**src/rtl/output_queue.sv**
```systemverilog
// rtl/output_queue.sv - DEPTH-entry FIFO for placement results with registered first-word-fall-through head
module output_queue #(
   parameter int COORD_W  = 8,
   parameter int STRIKE_W = 4,
   parameter int DEPTH    = 4,
   parameter int CNT_W    = $clog2(DEPTH + 1)
) (
   input  logic                clk,
   input  logic                rst,
   input  logic                flush,
   input  logic                in_valid,
   output logic                in_ready,
   input  logic [COORD_W-1:0]  x_in,
   input  logic [COORD_W-1:0]  y_in,
   input  logic [STRIKE_W-1:0] strike_in,
   output logic                out_valid,
   input  logic                out_ready,
   output logic [COORD_W-1:0]  x_out,
   output logic [COORD_W-1:0]  y_out,
   output logic [STRIKE_W-1:0] strike_out,
   output logic [CNT_W-1:0]    count,
   output logic                overflow
);

   localparam int PTR_W   = $clog2(DEPTH);
   localparam int ENTRY_W = 2 * COORD_W + STRIKE_W;

   // Entries are packed as {x, y, strike} throughout.
   logic [ENTRY_W-1:0] mem_q [DEPTH];
   logic [ENTRY_W-1:0] head_q, head_d;
   logic [ENTRY_W-1:0] in_entry;
   logic [PTR_W-1:0]   wr_ptr_q, wr_ptr_d;
   logic [PTR_W-1:0]   rd_ptr_q, rd_ptr_d;
   logic [CNT_W-1:0]   count_q, count_d;
   logic               overflow_q, overflow_d;
   logic               push, pop;
   logic               full, empty;

   assign in_entry = {x_in, y_in, strike_in};
   assign full     = (count_q == CNT_W'(DEPTH));
   assign empty    = (count_q == '0);

   // Handshakes are decoded from registered state only, so no input reaches an output.
   assign in_ready  = !full;
   assign out_valid = !empty;
   assign push      = in_valid && !full && !flush;
   assign pop       = out_valid && out_ready && !flush;

   assign x_out      = head_q[ENTRY_W-1 -: COORD_W];
   assign y_out      = head_q[STRIKE_W +: COORD_W];
   assign strike_out = head_q[STRIKE_W-1:0];
   assign count      = count_q;
   assign overflow   = overflow_q;

   // Next-state for pointers, occupancy, overflow and the head register.
   always_comb begin
      wr_ptr_d   = wr_ptr_q;
      rd_ptr_d   = rd_ptr_q;
      count_d    = count_q;
      overflow_d = overflow_q;
      head_d     = head_q;
      if (flush) begin
         wr_ptr_d   = '0;
         rd_ptr_d   = '0;
         count_d    = '0;
         overflow_d = 1'b0;
         head_d     = '0;
      end else begin
         if (push) begin
            wr_ptr_d = wr_ptr_q + PTR_W'(1);
         end
         if (pop) begin
            rd_ptr_d = rd_ptr_q + PTR_W'(1);
         end
         case ({push, pop})
            2'b10:   count_d = count_q + CNT_W'(1);
            2'b01:   count_d = count_q - CNT_W'(1);
            default: count_d = count_q;
         endcase
         if (in_valid && full) begin
            overflow_d = 1'b1;
         end
         // Reload the head when it was consumed or the queue was empty. The new
         // head slot is being written this edge only when it equals the write
         // pointer, in which case the incoming entry bypasses the array.
         if ((count_d != '0) && (pop || empty)) begin
            if (push && (rd_ptr_d == wr_ptr_q)) begin
               head_d = in_entry;
            end else begin
               head_d = mem_q[rd_ptr_d];
            end
         end
      end
   end

   // Control and head registers with asynchronous reset.
   always_ff @(posedge clk or posedge rst) begin
      if (rst) begin
         wr_ptr_q   <= '0;
         rd_ptr_q   <= '0;
         count_q    <= '0;
         overflow_q <= 1'b0;
         head_q     <= '0;
      end else begin
         wr_ptr_q   <= wr_ptr_d;
         rd_ptr_q   <= rd_ptr_d;
         count_q    <= count_d;
         overflow_q <= overflow_d;
         head_q     <= head_d;
      end
   end

   // Storage array; contents are only read after being written, so no reset.
   always_ff @(posedge clk) begin
      if (push) begin
         mem_q[wr_ptr_q] <= in_entry;
      end
   end

endmodule

```
**config.mk**
```make
export PLATFORM = sky130hd
export DESIGN_NAME = output_queue
export DESIGN_NICKNAME = d
export VERILOG_FILES = /design/src/rtl/output_queue.sv
export SDC_FILE = /design/constraint.sdc
export NUM_CORES = 1
export LEC_CHECK = 0
export CAP_MARGIN = 20
export CORE_ASPECT_RATIO = 1.25
export CORE_MARGIN = 10
export CORE_UTILIZATION = 50
export DETAILED_ROUTE_END_ITERATION = 7
export HOLD_SLACK_MARGIN = 0.08
export PLACE_DENSITY = 0.7
export RECOVER_POWER = 100
export SLEW_MARGIN = 20
export SYNTH_ARGS = -nofsm -noshare
export SYNTH_HDL_FRONTEND = slang
export SYNTH_SLANG_ARGS = --single-unit
```
**constraint.sdc**
```tcl
create_clock -name clk -period 7.4 [get_ports clk]
set_input_delay 0.74 -clock clk [delete_from_list [all_inputs] [get_ports clk]]
set_output_delay 0.74 -clock clk [all_outputs]
set_load 0.01 [all_outputs]
```
Yosys cells after proc, flatten, opt, wreduce, memory -nomap -nowiden
Memory sizes are Yosys's and may differ from the RTL's.
Cells that the tools add are included.
{"block": "op_classes", "muxes": 15, "n_eq_ne": 4, "n_reduce_logical": 16, "addsub": 4}
{"op": "20-bit two-way mux", "n": 3}
{"op": "2-bit two-way mux", "n": 5}
{"op": "1-bit logical AND", "n": 7}
{"op": "3-bit two-way mux", "n": 2}
{"op": "3-bit case mux with 2 select lines", "n": 1}
{"op": "2-bit nonzero test", "n": 3}
{"op": "2-bit by 1-bit adder with 2-bit output (second input constant)", "n": 2}
{"op": "1-bit two-way mux", "n": 4}
{"op": "3-bit by 1-bit adder with 3-bit output (second input constant)", "n": 1}
{"op": "3-bit == test (second input constant)", "n": 1}
{"op": "1-bit logical NOT", "n": 3}
{"op": "3-bit logical NOT", "n": 1}
{"op": "3-bit nonzero test", "n": 1}
{"op": "3-bit by 1-bit subtractor with 3-bit output (second input constant)", "n": 1}
{"op": "2-bit by 1-bit == test with 1-bit output (second input constant)", "n": 1}
{"op": "2-bit == test", "n": 1}
{"op": "2-bit == test (second input constant)", "n": 1}
{"op": "1-bit logical OR", "n": 1}
{"block": "totals", "elab_cells": 45, "mem_bits_rw": 80, "input_bits": 25, "regBits": 28, "mem_count": 1, "out_inout_bits": 26}
{"name": "mem_q", "depth": 4, "width": 20, "rd": 1, "rd_ports_with_merged_regs": 0, "write_ports": 1, "line": "29", "source": "logic [ENTRY_W-1:0] mem_q [DEPTH];"}

Longest topological paths before layout
{"block": "depth", "ltp_word": 11, "depth_mapped": 16, "ltp_nobuf": 13}

Worst setup path after synthesis
Ideal clock, no wire load.
{"block": "synth_timing", "kind": "in2reg", "startpoint": "input port out_ready", "endpoint": "register head_q[0]", "slack_ps": 3710, "required_time_ps": 7334, "path_buffers": 3, "t_arrival_ps": 3624, "cell_stages": 15, "setup_time_ps": 66, "cell_sequence": "nor2b_1 -> nand2_4 -> inv_2 -> buf_2 -> ha_1 -> inv_1 -> fa_1 -> xor2_1 -> or3_1 -> a31oi_1 -> nor2b_1 -> buf_2 -> buf_2 -> o211ai_2 -> nand2_1"}
{"block": "synth_between", "elab_chain_len": 9, "word_cells_on_any_way": 18, "cone_classes": "eq/ne: 3; mux: 7; reduce/logical: 7; memory: 1"}
{"element": "start: declaration", "line": "17", "source": "input logic out_ready,"}
{"element": "1-bit logical AND * (2 in series)", "line": "47", "source": "assign pop = out_valid && out_ready && !flush;"}
{"element": "parallel branches: the longest is 7 deep, another holds memory read 4 x 20 bit"}
{"element": "end signal: assignment", "line": "103", "source": "head_q <= '0;"}
{"element": "end signal: assignment", "line": "109", "source": "head_q <= head_d;"}
{"element": "end: declaration", "line": "30", "source": "logic [ENTRY_W-1:0] head_q, head_d;"}
Every way passes the cells marked *. The select of a mux whose other input is x is not followed.
A chain may end at the register's enable or synchronous reset.

Final worst setup path
{"block": "layout_timing", "startpoint": "input port flush", "endpoint": "register head_q[3]"}
{"block": "layout_between", "elab_chain_len": 9, "word_cells_on_any_way": 19, "cone_classes": "eq/ne: 3; mux: 7; reduce/logical: 8; memory: 1"}
{"element": "start: declaration", "line": "10", "source": "input logic flush,"}
{"element": "parallel branches: the longest is 9 deep, another holds memory read 4 x 20 bit"}
Parallel ways; which one is timed is not known. The select of a mux whose other input is x is not followed.

==> out/summary.txt <==
Clock period minus worst slack: 5.25 ns
Post-synth top flop: edfxtp_1
Crit share post-route: 0.710
Kind of cell adding the most delay to the critical path: buffers and inverters
Most common cell after layout, fill and taps aside: edfxtp_1
First-pass iteration count of the detailed router: 5
Detailed-route via count: 3605
Post-Syn Area per Cell: 12.7 um2
Setup_tns: 0 ns
Flops & latches, synth: 108
First-pass GRT wire length: 20.1 mm
# setup viols final: 0
Initial antenna violation count: 0
Clock sinks: 108
Leak: 2.26 nW
Post-Place Cell Area: 0.00573 mm2
Worst path slowest cell: inv_1
Seq/Total Area, Yosys: 0.602
Number of global-route vias before repair: 3841
Fin. Hold Viols: 0
CTS tree: done
Finished Cell Area: 0.00596 mm2
Synth area leaders: edfxtp_1, dfrtp_1, mux2i_1
Switching Power: 0.429 mW
GRT Util Overall: 0.170
Max-slew violation count: 112
Max FO, Critical Path: 26
Cts bufs inserted: 9
Syn-to-layout area delta: 15.7%
Remaining antenna violation count: 0
Critical Path, Cell by Cell: dlygate4sd3_1, nor2b_1, nand2_4, inv_1, ha_1, inv_1, fa_1, xor2_1, or3_1, a31oi_1, nor2b_4, buf_16, o211ai_1, nand2_1
Sequential share of power: 0.485
Status: finished with violations
DIE HEIGHT: 134 um
Post-synth top area share: 0.466
CP most frequent cell: inv_1
Asr flop ratio synth: 0.259
Part of the power in combinational logic: 0.216
Worst-case vdd ir drop: 0.148 mV
Number of synthesized flops with an enable pin: 80
Post-Syn Instances: 405
Vias/cell: 6.28
Buf+Inv Stages, Crit Path: 4
Most frequent cells in the layout: edfxtp_1, dlygate4sd3_1, mux2i_1, nand3_1, o211ai_1
I/O pin cnt: 51
Worst EP arrival: 5.53 ns
Switch share: 0.285
Grt total ovfl: 0
Hold Path Class: reg -> reg
Syn Nets: 436
CP Launch Type: input pin
DRC: 0
Critical Path Sink Type: flop
Largest stage delay, worst path: 0.98 ns
Post-DP HPWL: 7.42 mm
Port Buf Inserts: 50
Largest net degree at the start of global routing: 59
# hold bufs at CTS: 0
MaxCap Viol Count: 5
Int Power: 1.08 mW
Routed WL: 12.5 mm
Total setup buffers inserted after CTS: 0
Cell row count: 41
Clk network pwr share: 0.299
Wire per inst: 21.8 um
Area leader, netlist: edfxtp_1
Final worst clock skew: 0.00622 ns
Starting density of the core: 0.510
Crit Path Category: in -> reg
Share of layout cells above drive strength 1: 0.0607
Worst EP required: 7.68 ns
Worst slew margin: -0.201
Pwr Density: 253 mW/mm2
Overall Power: 1.51 mW
Synth cell types: 46
Full die area: 0.0148 mm2
Worst-Margin Slew: 1.80 ns
CTS resizes: 0
YS warnings: 0
Post-synthesis cell area: 0.00516 mm2
RSZ-0062 raised after global routing: no
RD Place Congestion: 0.803
Core ar.: 0.0101 mm2
CTS root buf: clkbuf_16
Starting DRT DRC Count: 293
Bufs on Longest Clock Path: 2
Clk slew on worst S/H paths: 0.07 ns
Die extent in x: 111 um
Fmax: 0.190 GHz
Antenna Cells: 0
H-Tree Depth: 3
Worst-Skew Late Latency: 0.34 ns
Violated checks: max-capacitance violations, max-slew violations
Final #Nets: 471
state kept, by name, summed over array words and instances (netlist names):
signal,cells
mem_q,80
head_q,20
count,3
rd_ptr_q,2
wr_ptr_q,2
overflow,1
worst min-delay path, cell delays in order (launching register included):
cell and delay (ns):
dfrtp_1 0.34, a32oi_1 0.05, nand2_1 0.05
power groups by stage:
| stage | clock network [mW] | registers (mW) | logic, mW |
|---|---|---|---|
| after floorplan | 0 | 0.754 | 0.184 |
| after global routing | 0.488 | 0.737 | 0.360 |
| after detailed placement | 0 | 0.745 | 0.342 |
| after global placement | 0 | 0.743 | 0.335 |
| after CTS | 0.455 | 0.733 | 0.343 |
| final | 0.450 | 0.730 | 0.326 |
cells in the mapped netlist, drive strengths merged (2+ instances only):
library cell / instances
a211oi: 2
a21oi: 4
a22oi: 18
a31oi: 2
a32oi: 20
and2: 4
and3: 2
buf: 14
clkbuf: 18
dfrtp: 28
edfxtp: 80
ha: 5
inv: 10
mux2i: 38
mux4: 2
nand2: 27
nand2b: 2
nand3: 37
nor2: 11
nor2b: 5
nor3: 2
o211ai: 36
o21ai: 21
xor2: 3
metrics by stage:
step / worst slack, ns / hold WS, ns / util / instances
CTS: 2.40 / 0.483 / 0.594 / 573
floorplan: 3.71 / 0.515 / - / 405
finish: 2.15 / 0.472 / 0.590 / 574
detailed placement: 2.02 / 0.467 / 0.567 / 557
global placement: 2.14 / 0.457 / 0.566 / 557
global route: 1.74 / 0.502 / 0.590 / 574
per-layer routing:
layer,vias up,routed length (um),share of wire,track usage
met4,0,234,0.019,0.0725
met5,-,0,0,0
met2,117,6440,0.51,0.297
met3,19,673,0.054,0.0409
met1,1819,5170,0.41,0.193
li1,1650,-,-,-
final timing paths:
path / from / to / slack, ns / cells past startpoint
min in group asynchronous: rst / overflow$_DFFE_PP0P_ / 1.47 / 3
min reg2reg: head_q[12]$_DFFE_PP0P_ / head_q[12]$_DFFE_PP0P_ / 0.47 / 2
max reg2reg: count[0]$_DFF_PP0_ / head_q[3]$_DFFE_PP0P_ / 2.96 / 14
max: flush / head_q[3]$_DFFE_PP0P_ / 2.15 / 14
max in group asynchronous: rst / head_q[7]$_DFFE_PP0P_ / 4.91 / 3
min: head_q[12]$_DFFE_PP0P_ / head_q[12]$_DFFE_PP0P_ / 0.47 / 2
final cells by class:
cell class	instances	area, um2
inverters	10	37.5
clock buffers	11	243
well taps	129	161
repair buffers	56	558
fillers	833	4140
multi-input cells	255	1830
flip-flops and latches	108	3100
clock inverters	5	35.0
cells by family after synthesis:
logic type	after synthesis	synth area share
flops	108	0.602
simple gates	95	0.0920
fa+ha+maj	6	0.0160
buf+inv	42	0.0364
xor+xnor	4	0.00680
compound gates	110	0.165
mux	40	0.0825
No activity file was read; power rests on OpenSTA's default activity.
